<file path="src/rtl/systolic_fir_if.sv">
// rtl/systolic_fir_if.sv - Coefficient, sample and result signals of systolic_fir
interface systolic_fir_if #(
  parameter int DW = 10,
  parameter int CW = 10,
  parameter int OW = 12
);
  logic          coef_load;
  logic          coef_valid;
  logic [CW-1:0] coef_in;
  logic          din_valid;
  logic [DW-1:0] din;
  logic          din_ready;
  logic          dout_valid;
  logic [OW-1:0] dout;
  logic          sat;

  modport master (
    output coef_load, coef_valid, coef_in, din_valid, din,
    input  din_ready, dout_valid, dout, sat
  );

  modport slave (
    input  coef_load, coef_valid, coef_in, din_valid, din,
    output din_ready, dout_valid, dout, sat
  );
endinterface

</file>
<file path="src/rtl/systolic_fir.sv">
// rtl/systolic_fir.sv - Transposed-form systolic FIR with loadable coefficients
// and a rounded, saturated output stage.
module systolic_fir #(
  parameter int NTAPS = 8,
  parameter int DW    = 10,
  parameter int CW    = 10,
  parameter int ACCW  = 23,
  parameter int SHIFT = 9,
  parameter int OW    = 12
) (
  input  logic          i_clk,
  input  logic          i_rst,
  systolic_fir_if.slave bus
);

  localparam int CNTW = $clog2(NTAPS);
  localparam int PW   = DW + CW;
  localparam logic [CNTW-1:0]        LAST = CNTW'(NTAPS - 1);
  localparam logic signed [ACCW-1:0] RND  = {{(ACCW-SHIFT){1'b0}}, 1'b1, {(SHIFT-1){1'b0}}};
  localparam logic signed [ACCW-1:0] OMAX = {{(ACCW-OW+1){1'b0}}, {(OW-1){1'b1}}};
  localparam logic signed [ACCW-1:0] OMIN = {{(ACCW-OW+1){1'b1}}, {(OW-1){1'b0}}};

  typedef enum logic {S_LOAD, S_RUN} state_t;

  state_t          r_state;
  state_t          w_state_nxt;
  logic [CNTW-1:0] r_cnt;
  logic [CNTW-1:0] w_cnt_nxt;
  logic            w_coef_we;
  logic            w_flush;
  logic            w_accept;

  logic signed [CW-1:0]   r_coef [NTAPS];
  logic signed [DW-1:0]   r_x;
  logic signed [ACCW-1:0] r_p    [NTAPS];
  logic                   r_v1;
  logic                   r_v2;
  logic [OW-1:0]          r_dout;
  logic                   r_dout_valid;
  logic                   r_sat;

  logic signed [PW-1:0]   w_prod [NTAPS];
  logic signed [ACCW-1:0] w_ext  [NTAPS];
  logic signed [ACCW-1:0] w_psum [NTAPS];
  logic signed [ACCW-1:0] w_rnd;
  logic signed [ACCW-1:0] w_shf;
  logic                   w_hi;
  logic                   w_lo;

  always_ff @(posedge i_clk or posedge i_rst) begin
    if (i_rst) begin
      r_state <= S_LOAD;
      r_cnt   <= '0;
    end else begin
      r_state <= w_state_nxt;
      r_cnt   <= w_cnt_nxt;
    end
  end

  always_comb begin
    w_state_nxt = r_state;
    w_cnt_nxt   = r_cnt;
    w_coef_we   = 1'b0;
    w_flush     = 1'b0;
    w_accept    = 1'b0;
    case (r_state)
      S_LOAD: begin
        if (bus.coef_load) begin
          w_cnt_nxt = '0;
        end else if (bus.coef_valid) begin
          w_coef_we = 1'b1;
          if (r_cnt == LAST) begin
            w_cnt_nxt   = '0;
            w_state_nxt = S_RUN;
          end else begin
            w_cnt_nxt = r_cnt + CNTW'(1);
          end
        end
      end
      S_RUN: begin
        // A reload wins over a sample presented in the same cycle.
        if (bus.coef_load) begin
          w_state_nxt = S_LOAD;
          w_cnt_nxt   = '0;
          w_flush     = 1'b1;
        end else if (bus.din_valid) begin
          w_accept = 1'b1;
        end
      end
      default: w_state_nxt = S_LOAD;
    endcase
  end

  always_ff @(posedge i_clk or posedge i_rst) begin
    if (i_rst) begin
      for (int k = 0; k < NTAPS; k++) r_coef[k] <= '0;
    end else if (w_coef_we) begin
      r_coef[r_cnt] <= $signed(bus.coef_in);
    end
  end

  for (genvar k = 0; k < NTAPS; k++) begin : g_tap
    assign w_prod[k] = PW'(r_coef[k]) * PW'(r_x);
    assign w_ext[k]  = {{(ACCW-PW){w_prod[k][PW-1]}}, w_prod[k]};
    if (k == NTAPS - 1) begin : g_last
      assign w_psum[k] = w_ext[k];
    end else begin : g_mid
      assign w_psum[k] = w_ext[k] + r_p[k+1];
    end
  end

  always_ff @(posedge i_clk or posedge i_rst) begin
    if (i_rst) begin
      r_x  <= '0;
      r_v1 <= 1'b0;
      r_v2 <= 1'b0;
      for (int k = 0; k < NTAPS; k++) r_p[k] <= '0;
    end else if (w_flush) begin
      r_x  <= '0;
      r_v1 <= 1'b0;
      r_v2 <= 1'b0;
      for (int k = 0; k < NTAPS; k++) r_p[k] <= '0;
    end else begin
      r_v1 <= w_accept;
      r_v2 <= r_v1;
      if (w_accept) r_x <= $signed(bus.din);
      // The chain only moves on accepted samples, so input gaps are harmless.
      if (r_v1) begin
        for (int k = 0; k < NTAPS; k++) r_p[k] <= w_psum[k];
      end
    end
  end

  assign w_rnd = r_p[0] + RND;
  assign w_shf = w_rnd >>> SHIFT;
  assign w_hi  = (w_shf > OMAX);
  assign w_lo  = (w_shf < OMIN);

  always_ff @(posedge i_clk or posedge i_rst) begin
    if (i_rst) begin
      r_dout       <= '0;
      r_dout_valid <= 1'b0;
      r_sat        <= 1'b0;
    end else if (w_flush || !r_v2) begin
      r_dout_valid <= 1'b0;
      r_sat        <= 1'b0;
    end else begin
      r_dout_valid <= 1'b1;
      r_sat        <= w_hi | w_lo;
      if (w_hi)      r_dout <= OMAX[OW-1:0];
      else if (w_lo) r_dout <= OMIN[OW-1:0];
      else           r_dout <= w_shf[OW-1:0];
    end
  end

  assign bus.din_ready  = (r_state == S_RUN);
  assign bus.dout       = r_dout;
  assign bus.dout_valid = r_dout_valid;
  assign bus.sat        = r_sat;

endmodule

</file>
<file path="src/flat_wrapper.sv">
// flat-port wrapper written by rule: the top's interface ports become plain ports
module systolic_fir_flat 
#(
  parameter int NTAPS = 8,
  parameter int DW    = 10,
  parameter int CW    = 10,
  parameter int ACCW  = 23,
  parameter int SHIFT = 9,
  parameter int OW    = 12
)
  (i_clk, i_rst, bus_coef_load, bus_coef_valid, bus_coef_in, bus_din_valid, bus_din, bus_din_ready, bus_dout_valid, bus_dout, bus_sat);
  systolic_fir_if #(.DW(DW), .CW(CW), .OW(OW)) bus_i ();
  input  logic i_clk;
  input  logic i_rst;
  input wire logic [$bits(bus_i.coef_load)-1:0] bus_coef_load;
  input wire logic [$bits(bus_i.coef_valid)-1:0] bus_coef_valid;
  input wire logic [$bits(bus_i.coef_in)-1:0] bus_coef_in;
  input wire logic [$bits(bus_i.din_valid)-1:0] bus_din_valid;
  input wire logic [$bits(bus_i.din)-1:0] bus_din;
  output wire logic [$bits(bus_i.din_ready)-1:0] bus_din_ready;
  output wire logic [$bits(bus_i.dout_valid)-1:0] bus_dout_valid;
  output wire logic [$bits(bus_i.dout)-1:0] bus_dout;
  output wire logic [$bits(bus_i.sat)-1:0] bus_sat;
  assign bus_i.coef_load = bus_coef_load;
  assign bus_i.coef_valid = bus_coef_valid;
  assign bus_i.coef_in = bus_coef_in;
  assign bus_i.din_valid = bus_din_valid;
  assign bus_i.din = bus_din;
  assign bus_din_ready = bus_i.din_ready;
  assign bus_dout_valid = bus_i.dout_valid;
  assign bus_dout = bus_i.dout;
  assign bus_sat = bus_i.sat;
  systolic_fir #(.NTAPS(NTAPS), .DW(DW), .CW(CW), .ACCW(ACCW), .SHIFT(SHIFT), .OW(OW)) u_core (.i_clk(i_clk), .i_rst(i_rst), .bus(bus_i));
endmodule
</file>
<file path="config.mk">
export PLATFORM = sky130hd
export DESIGN_NAME = systolic_fir_flat
export DESIGN_NICKNAME = d
export VERILOG_FILES = /design/src/rtl/systolic_fir_if.sv /design/src/rtl/systolic_fir.sv /design/src/flat_wrapper.sv
export SDC_FILE = /design/constraint.sdc
export NUM_CORES = 2
export LEC_CHECK = 0
export CELL_PAD_IN_SITES_DETAIL_PLACEMENT = 1
export CELL_PAD_IN_SITES_GLOBAL_PLACEMENT = 1
export CORE_UTILIZATION = 57
export CTS_CLUSTER_SIZE = 24
export DETAILED_ROUTE_END_ITERATION = 8
export PLACE_DENSITY_LB_ADDON = 0.1
export SYNTH_ARGS = -nofsm -noshare
export SYNTH_HDL_FRONTEND = slang
export SYNTH_SLANG_ARGS = --single-unit
export TNS_END_PERCENT = 20
</file>
<file path="constraint.sdc">
create_clock -name i_clk -period 18.2 [get_ports i_clk]
set_input_delay 3.64 -clock i_clk [delete_from_list [all_inputs] [get_ports i_clk]]
set_output_delay 3.64 -clock i_clk [all_outputs]
set_load 0.01 [all_outputs]
</file>
# Yosys cells after proc, flatten, opt, wreduce, memory -nomap -nowiden
# Index checks and enable logic that the tools add are counted.
# totals
in_bits	25
reg_bits	294
wordCells	88
# op_classes
eq_ne	3
n_reduce_logical	6
n_mul	8
order_cmp	4
bitwise	3
n_addsub	9
n_mux	31
# ops
cell	count
$mux W184	2
$add A20 B23 Y23	7
$mul A10 B10 Y20	8
$bwmux W80	1
$demux W10 S3	1
$mux W10	3
$mux W12	2
$add A23 B10 Y23 const B	1
$mux W1	16
$gt A14 B12 Y1 const B	1
$lt A14 B12 Y1 const B	1
$mux W3	4
$pmux W3 S2	1
$ge A4 B4 Y1 const B	1
$lt A4 B1 Y1 const B	1
$not A3 Y4	1
$reduce_bool A2 Y1	2
$add A3 B1 Y3 const B	1
$eq A3 B3 Y1 const B	1
$ne A3 B3 Y1 const B	1
$ne A2 B2 Y1 const B	1
$pmux W1 S2	1
$reduce_and A2 Y1	1
$logic_and A1 B1 Y1	1
other kinds (4)	4

# Depth between registers and ports, before layout
# logic_depth
word_depth	6
mapped_depth	23
mapped_depth_nobuf	21

# Worst setup path after synthesis
# OpenSTA, ideal clock, no wires.
# synth_timing
kind	reg2reg
from	reg u_core.r_x[9]
to	reg u_core.r_p[159] in the netlist's numbering
required_ps	18078
stages_incl_launch_ff	21
n_path_buf	2
path_slack_ps	12183
arrival_time_ps	5895
path_cell_list	dfrtp_1 -> clkinv_1 -> clkbuf_1 -> clkbuf_1 -> nor2_1 -> fa_1 -> fa_1 -> fa_1 -> fa_1 -> inv_1 -> fa_1 -> inv_1 -> ha_1 -> a2111o_1 -> a211oi_2 -> nor4b_1 -> o31a_1 -> o31ai_4 -> a211oi_1 -> or3_1 -> a32o_1
# synth_between
elab_chain_len	4
# synth_lines
item	line	source
from (decl)	systolic_fir.sv:34	logic signed [DW-1:0] r_x;
from (signal assigned)	systolic_fir.sv:126	if (w_accept) r_x <= $signed(bus.din);
$mul A10 B10 Y20	systolic_fir.sv:103	assign w_prod[k] = PW'(r_coef[k]) * PW'(r_x);
$add A20 B23 Y23	systolic_fir.sv:108	assign w_psum[k] = w_ext[k] + r_p[k+1];
$mux W184	systolic_fir.sv:128	if (r_v1) begin
$mux W184	systolic_fir.sv:118	end else if (w_flush) begin
to (decl)	systolic_fir.sv:35	logic signed [ACCW-1:0] r_p [NTAPS];
# No other way between the ends. The select of a mux whose other input is x is not followed.
# A chain may end at the register's enable or synchronous reset.

# Final worst setup path
# layout_timing
from	reg u_core.r_x[1]
to	reg u_core.r_p[157] in the netlist's numbering
# Same word-level chain as after synthesis.

==> impl_metrics.json <==
{
  "drc_errors": 0,
  "n_fill_cell": 9770,
  "cts_setup_buffers": 0,
  "finalCritPeriodShare": 0.397,
  "drive_gt1_frac": 0.0413,
  "p_comb_frac": 0.043,
  "min-delay-start": "u_core.bus.dout[3]$_DFFE_PP0P_",
  "grt_use_total": 0.319,
  "pwr-share-clk": 0.525,
  "slew_headroom": 0.136,
  "die_area_um2": 87700,
  "place.port_buffers": 39,
  "ios": 40,
  "synth_edf_count": 0,
  "antenna_left": 0,
  "async_flop_share": 1.00,
  "wl_per_cell_um": 20.7,
  "rsz0062_at_grt": "false",
  "syn_inst": 5264,
  "globalRouteOverflowTotal": 0,
  "area_growth_pct": 5.56,
  "cts.repair.resized": 0,
  "ys_ff_latch": 283,
  "grt_max_degree": 113,
  "die_w_um": 296,
  "status": "complete, no violations",
  "p_int_mw": 1.25,
  "start_kind": "register",
  "path_clk_slew_ns": 0.07,
  "required_ns": 18.66,
  "ir_drop_mv": 0.0476,
  "worstSetupEndpointType": "register",
  "core-area_um2": 85400,
  "synth.area.top_cells": "fa_1 38%, dfrtp_1 14%, ha_1 12%, inv_1 10%, nand2_1 4.4%",
  "r2r_setup_slack_ns": 10.97,
  "die-height_um": 296,
  "crit_type": "reg2reg",
  "cts_tree": "built",
  "clock_skew_ns": 0.0148,
  "maxCapViolations": 0,
  "startpoint": "u_core.r_x[1]$_DFFE_PP0P_",
  "max_freq_mhz": 138,
  "power_leakage_nw": 28.5,
  "synth_nets": 6698,
  "synth_largest_area_cell": "fa_1",
  "tightest_slew_ns": 1.29,
  "vias": 34800,
  "cts_buffers": 40,
  "drt_first_pass_iters": 7,
  "drt_iter0_drc": 1404,
  "drv_slew": 0,
  "grt_first_pass_wirelength_um": 217000,
  "tns_ns": 0,
  "fin_nets": 6584,
  "synth.avg_cell_area_um2": 9.37,
  "antenna_found_initial": 6,
  "h-tree-depth": 2,
  "holdWs_ns": 0.488,
  "crit_path_max_fanout": 45,
  "netlist_area_um2": 49300,
  "final_common_cell": "inv_1",
  "setup_violations": 0,
  "root_buffer": "clkbuf_16",
  "synth_top_area_share": 0.380,
  "hold_class": "reg2reg",
  "clock-sinks": 283,
  "num_rows": 107,
  "grt_pass1_vias": 40700,
  "hpwl_um": 102000,
  "layout_min_cycle_time_ns": 7.23,
  "clk_path_buf_depth": 3,
  "ys_types": 67,
  "switching_share": 0.272,
  "p_sw_mw": 0.467,
  "hold_viol_final": 0,
  "gp_congestion": 0.819,
  "most-common-layout-cells": "1363 x inv_1, 935 x fa_1, 581 x nand2_1",
  "clkLatencyLatePin_ns": 0.57,
  "ys_seq_area_frac": 0.144,
  "via_per_inst": 5.50,
  "floorplan.initialDensity": 0.577,
  "power_density_nw_per_um2": 33.0,
  "worst-endpoint-arrival_ns": 7.69,
  "ys_warn_count": 0,
  "synth_ff_type": "dfrtp_1",
  "finalWorstSetupSlack_ns": 10.97,
  "pwr-share-seq": 0.432,
  "place_ws_ns": 11.07,
  "postRouteWirelength_um": 131000,
  "cts.hold.buffers_added": 0,
  "r2r_start": "u_core.r_x[1]$_DFFE_PP0P_"
}
cell families after synthesis:
| family | synth area share |
|---|---|
| xor gates and xnor gates | 0.0307 |
| and+or+nand+nor | 0.115 |
| buffers and inverters | 0.121 |
| muxes | 0.0195 |
| DFF | 0.144 |
| adders and majority gates | 0.500 |
| AOI/OAI and AO/OA | 0.0701 |
power groups by stage:
stage	registers, mW	logic, mW	clock network [mW]
2_1_floorplan	0.673	0.0935	0
3_3_place_gp	0.749	0.0711	0
3_5_place_dp	0.752	0.0739	0
4_1_cts	0.740	0.0748	0.916
5_1_grt	0.747	0.0804	0.936
6_report	0.742	0.0739	0.903
state kept, by name, summed over array words and instances (netlist names):
register / count
u_core.r_v2: 1
u_core.r_coef: 80
u_core.bus.din_ready: 1
u_core.r_p: 173
u_core.bus.dout_valid: 1
u_core.bus.sat: 1
u_core.r_cnt: 3
u_core.r_v1: 1
u_core.r_x: 10
u_core.bus.dout: 12
cell usage after synthesis, drive strengths merged (9+ instances only):
cell and instances:
mux2 80, ha 474, nor2b 16, or3 12, inv 1365, o21ai 169, a22o 46, a21o 39
nand2 582, o21a 26, a21oi 92, and2 316, xor2 69, and3 10, a211oi 16, o31ai 14
nor3 27, nand3 34, nor2 132, clkbuf 215, xnor2 104, o21bai 23, nand2b 28, fa 935
a32o 14, o211ai 23, buf 9, dfrtp 283
per-stage QoR:
stage	util	instance area, um2	instances	power (mW)
after floorplan	-	49300	5264	0.767
after global placement	0.592	50500	6252	0.820
after detailed placement	0.592	50500	6252	0.826
after CTS	0.609	52000	6324	1.73
after global routing	0.609	52000	6324	1.76
final	0.609	52000	6329	1.72
worst max-delay path, cell delays in order (launching register included):
cell and delay (ns):
dfrtp_2 1.00, buf_4 0.64, nand2_1 0.31, fa_1 0.58, fa_1 0.50, inv_1 0.06, fa_1 0.51, fa_1 0.53
inv_1 0.06, fa_1 0.48, inv_1 0.05, ha_1 0.34, a2111o_1 0.42, a211oi_2 0.25, nor4b_1 0.11, o31a_1 0.31
o31ai_4 0.24, a21boi_1 0.13, or3_1 0.32, a32o_1 0.25
path summary, 6_finish.rpt:
path	end	depth (start not counted)
min in group asynchronous	u_core.r_p[21]$_DFFE_PP0P_	2
max reg2reg	u_core.r_p[157]$_DFFE_PP0P_	19
max	u_core.r_p[157]$_DFFE_PP0P_	19
min	u_core.bus.dout[3]$_DFFE_PP0P_	1
min reg2reg	u_core.bus.dout[3]$_DFFE_PP0P_	1
max in group asynchronous	u_core.r_p[58]$_DFFE_PP0P_	3
area by class of cell:
type	instances	area [um2]	share of cell area
antenna	5	12.5	0.000240
clock buffer	53	1170	0.0225
clock inverter	19	320	0.00615
inverter	1366	5130	0.0987
multi-input combinational	3391	36300	0.697
sequential	283	7090	0.136
tap	1144	1430	0.0275
timing repair buffer	68	608	0.0117
metal layers:
layer / wire (um) / up-vias / global-route usage
met5: 9 / - / 0
met4: 4200 / 2 / 0.102
met3: 6790 / 237 / 0.0570
met2: 67700 / 662 / 0.567
met1: 52400 / 18400 / 0.393
li1: - / 15500 / -
(Power assumes the default switching activity.)
